<file path="src/rtl/router_pkt_fifo.sv">
// router_pkt_fifo: packet-aware output FIFO with header tags, read-side packet length tracking and write-side packet abort
//   clock, resetn (async active-low), soft_reset (sync flush)
//   write_enb, lfd_state (header tag), pkt_abort, data_in        -> write side
//   read_enb -> data_out, data_valid, pkt_last (1-cycle latency) -> read side
//   empty, full, almost_full, fill_level, abort_err              -> registered status
module router_pkt_fifo #(
    parameter int DATA_W   = 8,
    parameter int DEPTH    = 16,
    parameter int AFULL_TH = 14
) (
    input  logic                      clock,
    input  logic                      resetn,
    input  logic                      soft_reset,
    input  logic                      write_enb,
    input  logic                      lfd_state,
    input  logic                      pkt_abort,
    input  logic [DATA_W-1:0]         data_in,
    input  logic                      read_enb,
    output logic [DATA_W-1:0]         data_out,
    output logic                      data_valid,
    output logic                      pkt_last,
    output logic                      empty,
    output logic                      full,
    output logic                      almost_full,
    output logic [$clog2(DEPTH):0]    fill_level,
    output logic                      abort_err
);
    localparam int AW = $clog2(DEPTH);

    logic [DATA_W:0]   mem [DEPTH];
    logic [DATA_W:0]   rd_word;
    logic [AW:0]       wr_ptr, rd_ptr, pkt_start, wr_nxt, rd_nxt, used, pkt_len, lvl_nxt;
    logic [DATA_W-2:0] cnt;
    logic              pkt_open, full_i, empty_i, wr_acc, rd_acc, abort_ok, abort_bad;

    assign empty_i   = wr_ptr == rd_ptr;
    assign full_i    = (wr_ptr[AW] != rd_ptr[AW]) && (wr_ptr[AW-1:0] == rd_ptr[AW-1:0]);
    assign used      = wr_ptr - rd_ptr;
    assign pkt_len   = wr_ptr - pkt_start;
    // the open packet is intact only while every one of its words is still stored
    assign abort_ok  = pkt_open && pkt_abort && used >= pkt_len;
    assign abort_bad = pkt_open && pkt_abort && used < pkt_len;
    assign wr_acc    = write_enb && !full_i && !abort_ok && !soft_reset;
    assign rd_acc    = read_enb && !empty_i;
    assign wr_nxt    = abort_ok ? pkt_start : wr_ptr + (AW+1)'(wr_acc);
    assign rd_nxt    = rd_ptr + (AW+1)'(rd_acc);
    assign lvl_nxt   = wr_nxt - rd_nxt;
    assign rd_word   = mem[rd_ptr[AW-1:0]];

    always_ff @(posedge clock) begin
        if (wr_acc)
            mem[wr_ptr[AW-1:0]] <= {lfd_state, data_in};
    end

    always_ff @(posedge clock or negedge resetn) begin
        if (!resetn) begin
            wr_ptr      <= '0;
            rd_ptr      <= '0;
            pkt_start   <= '0;
            pkt_open    <= 1'b0;
            cnt         <= '0;
            fill_level  <= '0;
            empty       <= 1'b1;
            full        <= 1'b0;
            almost_full <= 1'b0;
            data_out    <= '0;
            data_valid  <= 1'b0;
            pkt_last    <= 1'b0;
            abort_err   <= 1'b0;
        end else if (soft_reset) begin
            wr_ptr      <= '0;
            rd_ptr      <= '0;
            pkt_start   <= '0;
            pkt_open    <= 1'b0;
            cnt         <= '0;
            fill_level  <= '0;
            empty       <= 1'b1;
            full        <= 1'b0;
            almost_full <= 1'b0;
            data_out    <= '0;
            data_valid  <= 1'b0;
            pkt_last    <= 1'b0;
            abort_err   <= 1'b0;
        end else begin
            wr_ptr      <= wr_nxt;
            rd_ptr      <= rd_nxt;
            fill_level  <= lvl_nxt;
            empty       <= lvl_nxt == '0;
            full        <= lvl_nxt == (AW+1)'(DEPTH);
            almost_full <= lvl_nxt >= (AW+1)'(AFULL_TH);
            abort_err   <= abort_bad;
            data_valid  <= rd_acc;
            if (abort_ok)
                pkt_open <= 1'b0;
            else if (wr_acc && lfd_state) begin
                pkt_open  <= 1'b1;
                pkt_start <= wr_ptr;
            end
            if (rd_acc) begin
                data_out <= rd_word[DATA_W-1:0];
                // header length covers payload plus the trailing parity word
                cnt      <= rd_word[DATA_W] ? (DATA_W-1)'(rd_word[DATA_W-1:2]) + (DATA_W-1)'(1)
                          : (cnt != '0) ? cnt - (DATA_W-1)'(1) : cnt;
                pkt_last <= !rd_word[DATA_W] && cnt == (DATA_W-1)'(1);
            end else
                pkt_last <= 1'b0;
        end
    end
endmodule

</file>
<file path="config.mk">
export PLATFORM = sky130hd
export DESIGN_NAME = router_pkt_fifo
export DESIGN_NICKNAME = d
export VERILOG_FILES = /design/src/rtl/router_pkt_fifo.sv
export SDC_FILE = /design/constraint.sdc
export NUM_CORES = 1
export LEC_CHECK = 0
export BUFFER_PORTS_ARGS = -buffer_cell sky130_fd_sc_hd__buf_2
export CAP_MARGIN = 10
export CORE_UTILIZATION = 55
export CTS_BUF_LIST = sky130_fd_sc_hd__clkbuf_4 sky130_fd_sc_hd__clkbuf_8 sky130_fd_sc_hd__clkbuf_16
export DETAILED_ROUTE_END_ITERATION = 7
export PLACE_DENSITY = 0.72
export SYNTH_ARGS = -nofsm -noshare
export SYNTH_HDL_FRONTEND = slang
export SYNTH_SLANG_ARGS = --single-unit
</file>
<file path="constraint.sdc">
create_clock -name clock -period 7 [get_ports clock]
set_clock_uncertainty 0.05 [all_clocks]
set_input_delay 1.05 -clock clock [delete_from_list [all_inputs] [get_ports clock]]
set_output_delay 1.05 -clock clock [all_outputs]
set_load 0.005 [all_outputs]
</file>
# ---- After elaboration in Yosys (flattened, before gate mapping)
# Memories as Yosys holds them, arrays and structs flattened.
# Index checks and enable logic that the tools add are counted.
dict set report word_totals {
  wordCells 78
  ram_bits 144
  ff_bits 42
  n_memories 1
}
dict set report op_classes {
  n_lt_le_gt_ge 3
  eq_ne 6
  add_sub_neg 7
  muxes 25
  reduce_logical 23
}
# memory depth word_bits read_ports rd_clocked_by_memory_dff wr line_no
set mem_list {}
lappend mem_list {mem 16 9 1 0 1 30} ;# logic [DATA_W:0] mem [DEPTH];
# op count
set op_table {}
lappend op_table {{two-way mux 5 bit} 7}
lappend op_table {{two-way mux 7 bit} 4}
lappend op_table {{two-way mux 8 bit} 2}
lappend op_table {{subtractor 5 bit} 3}
lappend op_table {{two-way mux 1 bit} 12}
lappend op_table {{adder 5 x 1 -> 5 bit} 2}
lappend op_table {{logical AND 1 bit} 10}
lappend op_table {{adder 6 x 1 -> 7 bit, second input constant} 1}
lappend op_table {{equality test 7 x 1 -> 1 bit, second input constant} 1}
lappend op_table {{nonzero test 7 bit} 1}
lappend op_table {{subtractor 7 x 1 -> 7 bit, second input constant} 1}
lappend op_table {{nonzero test 3 bit} 2}
lappend op_table {{equality test 5 bit} 1}
lappend op_table {{equality test 5 bit, second input constant} 1}
lappend op_table {{>= comparator 5 x 4 -> 1 bit, second input constant} 1}
lappend op_table {{>= comparator 5 bit} 1}
lappend op_table {{zero test 1 bit} 5}
lappend op_table {{zero test 5 bit} 1}
lappend op_table {{< comparator 5 bit} 1}
lappend op_table {{equality test 4 bit} 1}
lappend op_table {{AND reduction 2 bit} 2}
lappend op_table {{nonzero test 2 bit} 2}
lappend op_table {{!= test 2 bit, second input constant} 1}
lappend op_table {{!= test 1 bit} 1}

# ---- Logic depth before layout (Yosys ltp)
# Gate-level depths: netlist of the first run.
dict set report depth {
  depth_word 11
  depth_mapped 24
}

# ---- Worst setup path after synthesis of the first run
# Ideal clock, no wire load.
dict set report synth_timing {
  kind {flip-flop to flip-flop}
  from {reg rd_ptr[1]}
  to {reg full}
  arrival_ns 5.002
  path_stages_with_launch 23
  period_less_slack_ns 5.173
  slack_ns 1.827
  setup_time_ns 0.121
  cell_sequence {dfrtp_1 -> clkbuf_1 -> buf_1 -> inv_1 -> fa_1 -> a21o_1 -> a21oi_1 -> xnor2_1 -> ha_1 -> a21oi_1 -> o21ai_0 -> o21bai_1 -> o2111a_1 -> ha_1 -> ha_1 -> a21oi_1 -> fa_1 -> nand2b_1 -> nor3_1 -> mux2i_1 -> nand3_1 -> xnor2_1 -> and4b_1}
}
dict set report synth_via {
  elab_chain_len 11
  elab_cells_between_ends 19
  classes_between {add/sub (4); order compare (1); eq/ne (3); mux (2); reduce/logical (9)}
}
# item line_no
set synth_rtl {}
lappend synth_rtl {{start, declared} 32} ;# logic [AW:0] wr_ptr, rd_ptr, pkt_start, wr_nxt, rd_nxt, used, pkt_len, lvl_nxt;
lappend synth_rtl {{start signal, assigned} 86} ;# rd_ptr <= rd_nxt;
lappend synth_rtl {{subtractor 5 bit / equality test 4 bit (equally long branches)} {38, 37}}
lappend synth_rtl {{>= comparator 5 bit / logical AND 1 bit (equally long branches)} {41, 37}}
lappend synth_rtl {{logical AND 1 bit / zero test 1 bit (equally long branches)} {41, 43}}
lappend synth_rtl {{zero test 1 bit / logical AND 1 bit (equally long branches)} 43} ;# assign wr_acc = write_enb && !full_i && !abort_ok && !soft_reset;
lappend synth_rtl {{logical AND 1 bit (2 in series)} 43}
lappend synth_rtl {{adder 5 x 1 -> 5 bit} 45} ;# assign wr_nxt = abort_ok ? pkt_start : wr_ptr + (AW+1)'(wr_acc);
lappend synth_rtl {{two-way mux 5 bit} 45}
lappend synth_rtl {{subtractor 5 bit (*)} 47} ;# assign lvl_nxt = wr_nxt - rd_nxt;
lappend synth_rtl {{equality test 5 bit (*)} 89} ;# full <= lvl_nxt == (AW+1)'(DEPTH);
lappend synth_rtl {{two-way mux 1 bit (*)} 70} ;# end else if (soft_reset) begin
lappend synth_rtl {{end signal, assigned} 89}
lappend synth_rtl {{end, declared} 23} ;# output logic full,
# Every way passes the cells marked *; elsewhere a longest branch is shown, timed or not.
# A chain may end at the register's enable or synchronous reset.

# ---- Final worst setup path of the first run
dict set report layout_timing {
  from {reg wr_ptr[0]}
  to {reg full}
}
dict set report layout_via {
  elab_chain_len 11
  elab_cells_between_ends 20
  classes_between {add/sub (5); order compare (1); eq/ne (3); mux (2); reduce/logical (9)}
}
# item line_no
set layout_rtl {}
lappend layout_rtl {{start, declared} 32}
lappend layout_rtl {{start signal, assigned} 85} ;# wr_ptr <= wr_nxt;
lappend layout_rtl {{subtractor 5 bit (tied with other cells)} 38} ;# assign used = wr_ptr - rd_ptr;
lappend layout_rtl {{>= comparator 5 bit / logical AND 1 bit (equally long branches)} {41, 37}}
lappend layout_rtl {{logical AND 1 bit / zero test 1 bit (equally long branches)} {41, 43}}
lappend layout_rtl {{zero test 1 bit / logical AND 1 bit (equally long branches)} 43}
lappend layout_rtl {{logical AND 1 bit (2 in series)} 43}
lappend layout_rtl {{adder 5 x 1 -> 5 bit} 45}
lappend layout_rtl {{two-way mux 5 bit} 45}
lappend layout_rtl {{subtractor 5 bit (*)} 47}
lappend layout_rtl {{equality test 5 bit (*)} 89}
lappend layout_rtl {{two-way mux 1 bit (*)} 70}
# Marked as above.

==> reports/results.txt, run 1 <==
Status: complete, no violations
Crit path cell chain: inv_1 > ha_1 > inv_1 > fa_1 > a21o_1 > a21oi_1 > xnor2_1 > ha_1 > a21oi_1 > o21ai_0 > o21bai_1 > buf_4 > o2111a_1 > ha_1 > ha_1 > a21oi_1 > inv_1 > ha_1 > nand2b_1 > nor3_1 > mux2i_1 > nand3_1 > xnor2_1 > and4b_1
Fin cells: 742
IO Port Bufs: 33
Fin Hold WS: 0.468 ns
Area leader, netlist: edfxtp_1
Placed insts: 710
Crit-path slowest cell: dfrtp_1
DR iter-0 viols: 510
Die area: 15300 sq um
Switching Fraction: 27.1%
Sequential Power Share: 45.5%
Total GRT Usage: 22.9%
Final Hold Viols: 0
Layout filler cell count: 1038
Period utilisation layout: 74.1%
Vias in the first global route: 4382
Site Rows: 44
Min-delay worst type: reg -> reg
Core area: 14500 sq um
Gr ovfl total: 0
Worst slew pin tran: 1.27 ns
Htree depth: 4
P_int: 0.00203 W
Logic pwr share: 19.8%
Register bit count reported by yosys: 186
# setup viols final: 0
CTS Sinks: 186
Clock transition at path regs: 0.07 ns
Area share of the leading cell type in the synthesized netlist: 53.2%
Initial Util: 56.1%
Nets: 588
DR vias/cell: 5.96
Die width: 124 um
Final Worst Setup Slack: 1.81 ns
Setup WS pre-CTS: 1.89 ns
Maximum capacitance violations: 0
Initial antenna violation count: 0
PD cells: 307 nW/um^2
CTS tree: built
Final setup TNS: 0 ns
Global-route wire length before repair: 24700 um
Io pins: 34
Top cells by area, synth: edfxtp_1 53%, dfrtp_1 13%, mux4_2 12%
Drt first pass iters: 5
CTS Buf Count: 17
Yosys cell types: 49
Post-CTS sizing: 0
Vias after detailed routing: 4420
GPL Wtd Cong: 0.858
Mapped Cells: 506
Register area share after synthesis: 66.2%
Critical path required time: 7.31 ns
Worst VDD drop: 200 uV
Clock power frac: 34.7%
Die H: 124 um
Layout area overhead: 11.5%
Avg Cell Area, Syn: 16.1 sq um
Sw Pwr: 0.000755 W
Yosys warnings: 0
Worst-path fanout max: 14
CP Class: reg -> reg
P_leak: 3.27 nW
Post-layout minimum cycle time: 5.19 ns
Drt wl/cell: 21.3 um
CP peak stage delay: 0.43 ns
DRC errors left: 0
Hpwl dp: 10100 um
Routed Antenna Nets: 0
Synthesized cell area: 8130 sq um
Slew Limit Fails: 0
Worst Path Arrival: 5.49 ns
Clock tree buffer depth: 2
Synthesized Nets: 549
Setup crit start kind: flop
Postcts setup bufs: 0
N_diodes: 0
Post-detailed-routing wire length: 15800 um
Unrepaired setup endpoints after global routing: no
Final Util: 62.6%
F_max: 193 MHz
Post-CTS Hold Fix Bufs: 0
Crit path top cell by count: ha_1
Cell chosen for the clock root: clkbuf_16
Largest net degree at the start of global routing: 43
Slew margin rel.: 15.3%
Layout cells sized above 1: 22.0%
Crit. End Element: flop
Worst-Skew Late Latency: 0.43 ns
-- path summary, 6_finish.rpt --
| kind | from | endpoint | slack, ns | cells after the start |
|---|---|---|---|---|
| worst max-delay path | wr_ptr[0] | full | 1.81 | 24 |
| worst min-delay path | data_out[2] | data_out[2] | 0.47 | 2 |
| worst max register to register | wr_ptr[0] | full | 1.81 | 24 |
| worst min register to register | data_out[2] | data_out[2] | 0.47 | 2 |
| max in group asynchronous | resetn | rd_ptr[0] | 5.56 | 1 |
| min in group asynchronous | resetn | pkt_start[1] | 0.71 | 1 |
-- cell families (layout without fill, tap and decap cells) --
| logic type | count (synthesis) | count (layout) | synth area share, % |
|---|---|---|---|
| adders and majority gates | 28 | 28 | 4.59 |
| buffers and inverters | 43 | 95 | 2.46 |
| AOI/OAI and AO/OA | 60 | 60 | 4.57 |
| muxes | 51 | 51 | 13.2 |
| and+or+nand+nor | 115 | 115 | 6.51 |
| xor gates and xnor gates | 23 | 23 | 2.48 |
| DFF | 186 | 186 | 66.2 |
-- power groups by stage --
| stage | clock, W | combinational (W) | sequential (W) |
|---|---|---|---|
| 2_1_floorplan | 0 | 0.000418 | 0.00129 |
| 3_3_place_gp | 0 | 0.000535 | 0.00129 |
| 3_5_place_dp | 0 | 0.000552 | 0.00129 |
| 4_1_cts | 0.000975 | 0.000553 | 0.00126 |
| 5_1_grt | 0.00102 | 0.000613 | 0.00127 |
| 6_report | 0.000965 | 0.000551 | 0.00127 |
-- worst max-delay path, delay by kind of cell (launching register included) --
kind	cells	cell delay [ns]
flip-flops	1	0.43
adder cells (fa/ha/maj)	6	1.63
AO/OA/AOI/OAI	7	1.34
AND/OR/NAND/NOR	4	0.58
XOR/XNOR	2	0.36
buffers and inverters	4	0.52
multiplexers	1	0.21
-- synthesized netlist by cell type, drive strengths merged --
library cell and n:
nand2 33, fa 3, a31oi 1, o211ai 1, a21oi 21, o21ai 12, and3 1, nor2b 1
nor4 4, nand4 3, nand3 13, nor2 34, and4b 1, o22ai 5, a22oi 1, buf 13
nand3b 1, clkinv 1, a41oi 1, ha 25, o21a 1, edfxtp 144, dfstp 1, o21bai 1
mux2i 6, xnor2 11, nor3 13, a211oi 1, nand2b 7, xor2 12, clkbuf 9, a21o 4
o31ai 5, dfrtp 41, a22o 1, mux4 45, o32ai 1, a31o 2, o41ai 1, and2 4
inv 20, o2111a 1
-- routing by layer --
layer,up-vias,global-route usage [%],wire [um]
met3,25,4.66,852
met5,-,0,0
met2,171,39.2,8160
met4,0,6.78,288
met1,2209,29.6,6530
li1,2015,-,-
-- sequential cells by signal (all words and copies together), names as in the netlist --
signal,count
pkt_open,1
data_valid,1
mem,144
abort_err,1
empty,1
fill_level,5
almost_full,1
pkt_start,5
rd_ptr,5
full,1
data_out,8
pkt_last,1
cnt,7
wr_ptr,5
-- layout by cell type (no fill, tap or decap), types with 17 or more instances in the layout --
| cell type | netlist | layout |
|---|---|---|
| a21oi_1 | 21 | 21 |
| buf_2 | 6 | 33 |
| clkbuf_16 | 0 | 17 |
| dfrtp_1 | 41 | 40 |
| edfxtp_1 | 144 | 144 |
| ha_1 | 25 | 25 |
| inv_1 | 20 | 20 |
| mux4_2 | 45 | 45 |
| nand2_1 | 32 | 32 |
| nor2_1 | 34 | 34 |
-- stage by stage --
step / power (W) / instance area [sq um]
final: 0.00278 / 9060
after global routing: 0.00291 / 9060
after CTS: 0.00279 / 9060
after detailed placement: 0.00184 / 8470
after global placement: 0.00182 / 8470
after floorplan: 0.00171 / 8130
-- cell type report --
class	count	area, sq um	area share, %
Clock buffer	18	433	4.78
Clock inverter	14	161	1.78
Inverter	21	78.8	0.870
Multi-Input combinational cell	277	2550	28.1
Sequential cell	186	5380	59.3
Tap cell	184	230	2.54
Timing Repair Buffer	42	233	2.57
(Power assumes the default switching activity.)
==> run 2: changes to the inputs <==
ABC_AREA = 1   (was default)
PLACE_DENSITY = 0.75   (was 0.72)
clock period = 4.2 ns   (was 7 ns; I/O delays follow)
==> run 2 against run 1 <==
Net effect: maximum frequency up 24%; setup slack worse by 1.8 ns; synthesized cell count up 53%; cell area up 8.7%; die area up 4.8%; global-route usage up 3.5 points; sequential power up 78%; register-to-register slack worse by 1.8 ns; power rose to 2.5 times the previous value; hold slack worse by 0.18 ns; area after synthesis up 4.8%; critical path type unchanged; critical endpoint is now almost_full; highest routed layer unchanged.
==> reports/results.txt, run 2 <==
Status: complete, no violations
GPL Wtd Cong: 0.889 (+3.6%)
Post-layout minimum cycle time: 4.17 ns (-1.02 ns)
Post-synth EDFFs: 144 (unchanged)
Slew Limit Fails: 0 (unchanged)
CTS Buf Count: 17 (unchanged)
Cell chosen for the clock root: clkbuf_16
Global-route wire length before repair: 31400 um (+27%)
Yosys cell types: 43 (-12%)
Min-delay worst type: in -> async
Final Util: 65.0% (+2.4 points)
Maximum capacitance violations: 0 (unchanged)
Hpwl dp: 12600 um (+24%)
DR vias/cell: 5.92 (-0.56%)
Fin Hold WS: 0.287 ns (-0.180 ns)
R2r setup slk: 0.03 ns (-1.78 ns)
Slew margin rel.: 36.2% (+21 points)
Largest net degree at the start of global routing: 88 (+100%)
DRC errors left: 0 (unchanged)
Commonest cells after routing, fill and taps aside: 144 x edfxtp_1, 141 x nand2_1, 81 x nor2_1, 55 x nand3_1, 51 x inv_1
Die area: 16000 sq um (+4.8%)
Drt wl/cell: 19.5 um (-8.7%)
Main flop type after synthesis: edfxtp_1
Unrepaired setup endpoints after global routing: yes
Critical path buffer and inverter count: 2 (-2)
Layout filler cell count: 1084 (+4.4%)
F_max: 240 MHz (+24%)
Drt first pass iters: 5 (unchanged)
DR iter-0 viols: 524 (+2.7%)
Commonest non-fill, non-tap cell in the layout: edfxtp_1
Post-CTS Hold Fix Bufs: 0 (unchanged)
Total GRT Usage: 26.4% (+3.5 points)
Asr flop ratio synth: 22.6% (unchanged)
Largest register FFs: 144 (unchanged)
Period utilisation layout: 99.3% (+25 points)
Yosys warnings: 0 (unchanged)
Worst-Skew Late Latency: 0.43 ns (about the same)
Setup crit start kind: flop
Worst VDD drop: 418 uV (+110%)
Crit-path slowest cell: fa_2
Worst Path Arrival: 4.43 ns (-1.06 ns)
Final Hold Viols: 0 (unchanged)
Vias in the first global route: 5891 (+34%)
PD cells: 707 nW/um^2 (+130%)
Gr ovfl total: 0 (unchanged)
Io pins: 34 (unchanged)
IO Port Bufs: 33 (unchanged)
N_diodes: 0 (unchanged)
Vias after detailed routing: 6131 (+39%)
Area share of the leading cell type in the synthesized netlist: 50.8% (-2.5 points)
Routed Antenna Nets: 0 (unchanged)
Crit. End Element: flop
P_leak: 4.00 nW (+22%)
CTS tree: built
Synthesized cell area: 8520 sq um (+4.8%)
Initial Util: 56.2% (+0.12 points)
Htree depth: 4 (unchanged)
Mapped Cells: 773 (+53%)
Family with the most delay on the worst path: adder cells
Worst slew pin tran: 0.957 ns (-0.309 ns)
Register area share after synthesis: 63.1% (-3.1 points)
Clock tree buffer depth: 2 (unchanged)
Initial antenna violation count: 0 (unchanged)
Avg Cell Area, Syn: 11.0 sq um (-31%)
Area leader, netlist: edfxtp_1
Clock transition at path regs: 0.08 ns (about the same)
Register bit count reported by yosys: 186 (unchanged)
Critical path required time: 4.46 ns (-2.85 ns)
# setup viols final: 0 (unchanged)
Nets: 877 (+49%)
Synthesized Nets: 816 (+49%)
Core area: 15100 sq um (+4.6%)
Site Rows: 45 (+2.3%)
Most frequent cell after synthesis: nand2_1
Most common library cells after synthesis: 149 x nand2_1, 144 x edfxtp_1, 85 x nor2_1, 60 x nand3_1, 55 x inv_1
CP Class: reg -> reg
CP peak stage delay: 0.41 ns (-0.02 ns)
Die width: 126 um (+2.4%)
Post-detailed-routing wire length: 20200 um (+27%)
Worst-path fanout max: 4 (-10)
Layout area overhead: 15.6%
CTS Sinks: 186 (unchanged)
Top cells by area, synth: edfxtp_1 51%, dfrtp_1 12%, nand2_1 6.6%
Die H: 126 um (+2.4%)
Layout cells sized above 1: 20.9% (-1.1 points)
run 2: changes by cell type after synthesis, sizes merged, moves of 7 or more:
cell    change
a21oi      +17
buf        +14
clkbuf      -7
inv        +44
mux4       -45
nand2     +125
nand2b      -7
nand3      +51
nand4       +7
nor2       +54
nor3       -11
o211ai     +12
o21ai      +45
run 2: area by class of cell:
class	instances	area, sq um	share of cell area [%]
clock buffer	17	425	4.32
clock inverter	15	223	2.26
inverter	64	240	2.44
multi-input combinational	494	2880	29.3
sequential	186	5380	54.6
tap	188	235	2.39
timing repair buffer	71	463	4.70
run 2: power breakdown:
group	switching, W	internal (W)	total [W]
registers	0.0000914	0.00217	0.00226
logic	0.00189	0.00107	0.00296
clock network	0.000761	0.000974	0.00173
run 2: layer usage:
layer | vias up | GRT usage, % | wire length, um
met5 | - | 0 | 0
met4 | 0 | 12.6 | 705
met3 | 55 | 5.44 | 1660
met2 | 321 | 42.9 | 9790
met1 | 2958 | 34.1 | 7990
li1 | 2797 | - | -
run 2: final timing paths:
| path | start | to | cells past startpoint |
|---|---|---|---|
| max | wr_ptr[0] | almost_full | 25 |
| min | resetn | rd_ptr[4] | 1 |
| max reg2reg | wr_ptr[0] | almost_full | 25 |
| min reg2reg | data_out[2] | data_out[2] | 2 |
| max in group asynchronous | resetn | rd_ptr[0] | 1 |
| min in group clock | pkt_abort | abort_err | 3 |
run 2: metrics by stage:
step / area, sq um / total power, W / setup WS, ns / setup TNS (ns) / instances
after floorplan: 8520 / 0.00406 / 0.0741 / 0 / 773
after global placement: 8980 / 0.00458 / 0.118 / 0 / 998
after detailed placement: 8980 / 0.00469 / -0.0565 / -0.181 / 998
after CTS: 9640 / 0.00647 / 0.000743 / 0 / 1030
after global routing: 9850 / 0.00738 / -0.207 / -0.845 / 1035
final: 9850 / 0.00696 / 0.0297 / 0 / 1035
run 2: cells by family after synthesis:
kind of cell,after synthesis,share of synthesized area (%)
adder cells (fa/ha/maj),28,4.38
buffers and inverters,93,5.20
AND/OR/NAND/NOR,324,16.5
XOR/XNOR,19,2.04
flip-flops,186,63.1
AO/OA/AOI/OAI,123,8.78
run 2: timing repair:
item                                    4_1_cts  5_1_grt
gates resized for setup                       6       42
endpoints found under the hold margin         0        0
pin swaps                                     0       25
endpoints found under the setup margin        5        6
buffers inserted                              0        5
==> run 3: changes to the inputs <==
CORE_MARGIN = 5   (was default)
SLEW_MARGIN = 10   (was default)
==> run 3 against run 2 <==
Net effect: the flow now finishes with violations (negative setup slack); setup slack got worse by 0.12 ns; cell count is 0.29% lower; clock-buffer cell count stayed put; routed wire length shrank 1.9%; hold slack got worse by 0.0057 ns; register-to-register slack lost 0.12 ns; sequential cell count is the same; first-iteration DRC count rose by 11%.
==> reports/results.txt, run 3 (synthesized netlist as in run 2, its figures left out) <==
Placed insts: 998 (unchanged)
Clock transition at path regs: 0.07 ns (about the same)
Crit-path slowest cell: fa_2
CTS Buf Count: 17 (unchanged)
CTS tree: built
Maximum capacitance violations: 0 (unchanged)
Initial antenna violation count: 0 (unchanged)
Layout cells sized above 1: 20.7% (-0.16 points)
IO Port Bufs: 33 (unchanged)
Switching Fraction: 38.8% (-0.65 points)
# setup viols final: 4 (+4)
Slew margin rel.: 39.3% (+3.1 points)
Reg2Reg Depth: 28 (+12%)
Commonest cells after routing, fill and taps aside: 144 x edfxtp_1, 142 x nand2_1, 82 x nor2_1, 55 x nand3_1, 47 x inv_1
Slew Limit Fails: 0 (unchanged)
Post-layout minimum cycle time: 4.29 ns (+0.122 ns)
Layout area overhead: 14.9%
Period utilisation layout: 102% (+2.9 points)
R2r setup slk: -0.09 ns (-0.12 ns)
Crit path top cell by count: nand3_2
Largest register FFs: 144 (unchanged)
Worst-path fanout max: 4 (unchanged)
Violated checks: negative setup slack
GPL Wtd Cong: 0.850 (-4.4%)
Layout filler cell count: 1138 (+5.0%)
PD cells: 690 nW/um^2 (-2.4%)
Sw Pwr: 0.00262 W (-4.6%)
Io pins: 34 (unchanged)
DR vias/cell: 5.87 (-0.92%)
Sequential Power Share: 33.5% (+1.0 points)
CTS Sinks: 186 (unchanged)
Initial Util: 56.0% (-0.21 points)
FF-to-FF End: full
Gr ovfl total: 0 (unchanged)
Fin cells: 1032 (-0.29%)
P_int: 0.00413 W (-2.0%)
Largest net degree at the start of global routing: 47 (-47%)
Total GRT Usage: 22.1% (-4.2 points)
Worst-Skew Late Latency: 0.43 ns (about the same)
Post-CTS Hold Fix Bufs: 0 (unchanged)
DR iter-0 viols: 583 (+11%)
Site Rows: 45 (unchanged)
Logic pwr share: 41.9% (-0.7 points)
N_diodes: 0 (unchanged)
CP Class: reg -> reg
Drt first pass iters: 5 (unchanged)
CP peak stage delay: 0.41 ns (about the same)
Final Worst Setup Slack: -0.0926 ns (-0.122 ns)
Status: finished with violations
Die width: 134 um (+6.3%)
Core area: 15200 sq um (+0.37%)
Post-detailed-routing wire length: 19800 um (-1.9%)
Worst Path Arrival: 4.59 ns (+0.16 ns)
Htree depth: 4 (unchanged)
Setup WS pre-CTS: -0.0832 ns (-0.0266 ns)
Routed Antenna Nets: 0 (unchanged)
DRC errors left: 0 (unchanged)
Commonest non-fill, non-tap cell in the layout: edfxtp_1
Unrepaired setup endpoints after global routing: yes
Clock power frac: 24.6% (-0.3 points)
Die H: 134 um (+6.3%)
P_leak: 3.95 nW (-1.2%)
Cell chosen for the clock root: clkbuf_16
Vias in the first global route: 5953 (+1.1%)
Critical path required time: 4.50 ns (+0.04 ns)
Min-delay worst type: in -> async
Die area: 18100 sq um (+13%)
R2r startpoint: wr_ptr[0]
Worst VDD drop: 424 uV (+1.5%)
Hpwl dp: 12600 um (+0.44%)
Final Util: 64.4% (-0.67 points)
Nets: 874 (-0.34%)
Setup crit start kind: flop
F_max: 233 MHz (-2.9%)
Worst slew pin tran: 0.911 ns (-0.0459 ns)
Crit. End Element: flop
Final Hold Viols: 0 (unchanged)
Vias after detailed routing: 6057 (-1.2%)
Drt wl/cell: 19.2 um (-1.6%)
Clock tree buffer depth: 2 (unchanged)
Global-route wire length before repair: 30900 um (-1.7%)
run 3: changes by cell type in the layout (fill, tap and decap cells not counted), sizes merged:
| cell | previous run | this run |
|---|---|---|
| buf | 71 | 68 |
run 3: stage by stage:
step | area [sq um] | TNS (ns) | total power [W] | hold WS, ns
after floorplan | 8520 | 0 | 0.00406 | 0.284
after global placement | 8960 | 0 | 0.00456 | 0.444
after detailed placement | 8960 | -0.274 | 0.00467 | 0.459
after CTS | 9600 | 0 | 0.00640 | 0.306
after global routing | 9780 | -1.23 | 0.00715 | 0.370
final | 9780 | -0.212 | 0.00675 | 0.282
run 3: power by group through the flow:
stage | clock network (W) | registers (W) | logic (W)
floorplan | 0 | 0.00230 | 0.00176
global placement | 0 | 0.00229 | 0.00227
detailed placement | 0 | 0.00229 | 0.00238
CTS | 0.00168 | 0.00226 | 0.00247
global route | 0.00175 | 0.00228 | 0.00312
finish | 0.00166 | 0.00226 | 0.00283
run 3: worst max-delay path by stage:
stage                     depth (start not counted)     endpoint       from
final                                            28         full  wr_ptr[0]
after global routing                             27  almost_full  wr_ptr[1]
after CTS                                        28         full  wr_ptr[0]
after detailed placement                         30         full  wr_ptr[0]
after global placement                           26  almost_full  wr_ptr[0]
after floorplan                                  26  almost_full  rd_ptr[2]
run 3: cell type report:
cell class | instances | area (sq um) | share of cell area (%)
clock inverters | 15 | 186 | 1.91
repair buffers | 68 | 428 | 4.37
multi-input cells | 494 | 2890 | 29.5
flip-flops and latches | 186 | 5380 | 55.0
clock buffers | 17 | 425 | 4.35
well taps | 188 | 235 | 2.40
inverters | 64 | 243 | 2.48
run 3: timing repair:
action	in CTS	in global routing
setup buffers	0	2
cloned	0	0
pin swaps	1	25
resized for setup	9	39
endpoints found under the setup margin	5	5
run 3: worst max-delay path: cells and delay by family (launching register included):
family | cells | cell delay [ns]
fa+ha+maj | 5 | 1.36
simple gates | 13 | 1.37
flops | 1 | 0.39
compound gates | 3 | 0.38
buf+inv | 5 | 0.34
xor+xnor | 2 | 0.31
run 3: per-layer routing:
metal / up-vias / track usage [%] / wire length, um
met5: - / 0 / 0
met4: 0 / 8.94 / 641
met2: 295 / 37.0 / 9790
met3: 57 / 5.25 / 1720
li1: 2788 / - / -
met1: 2917 / 28.0 / 7630
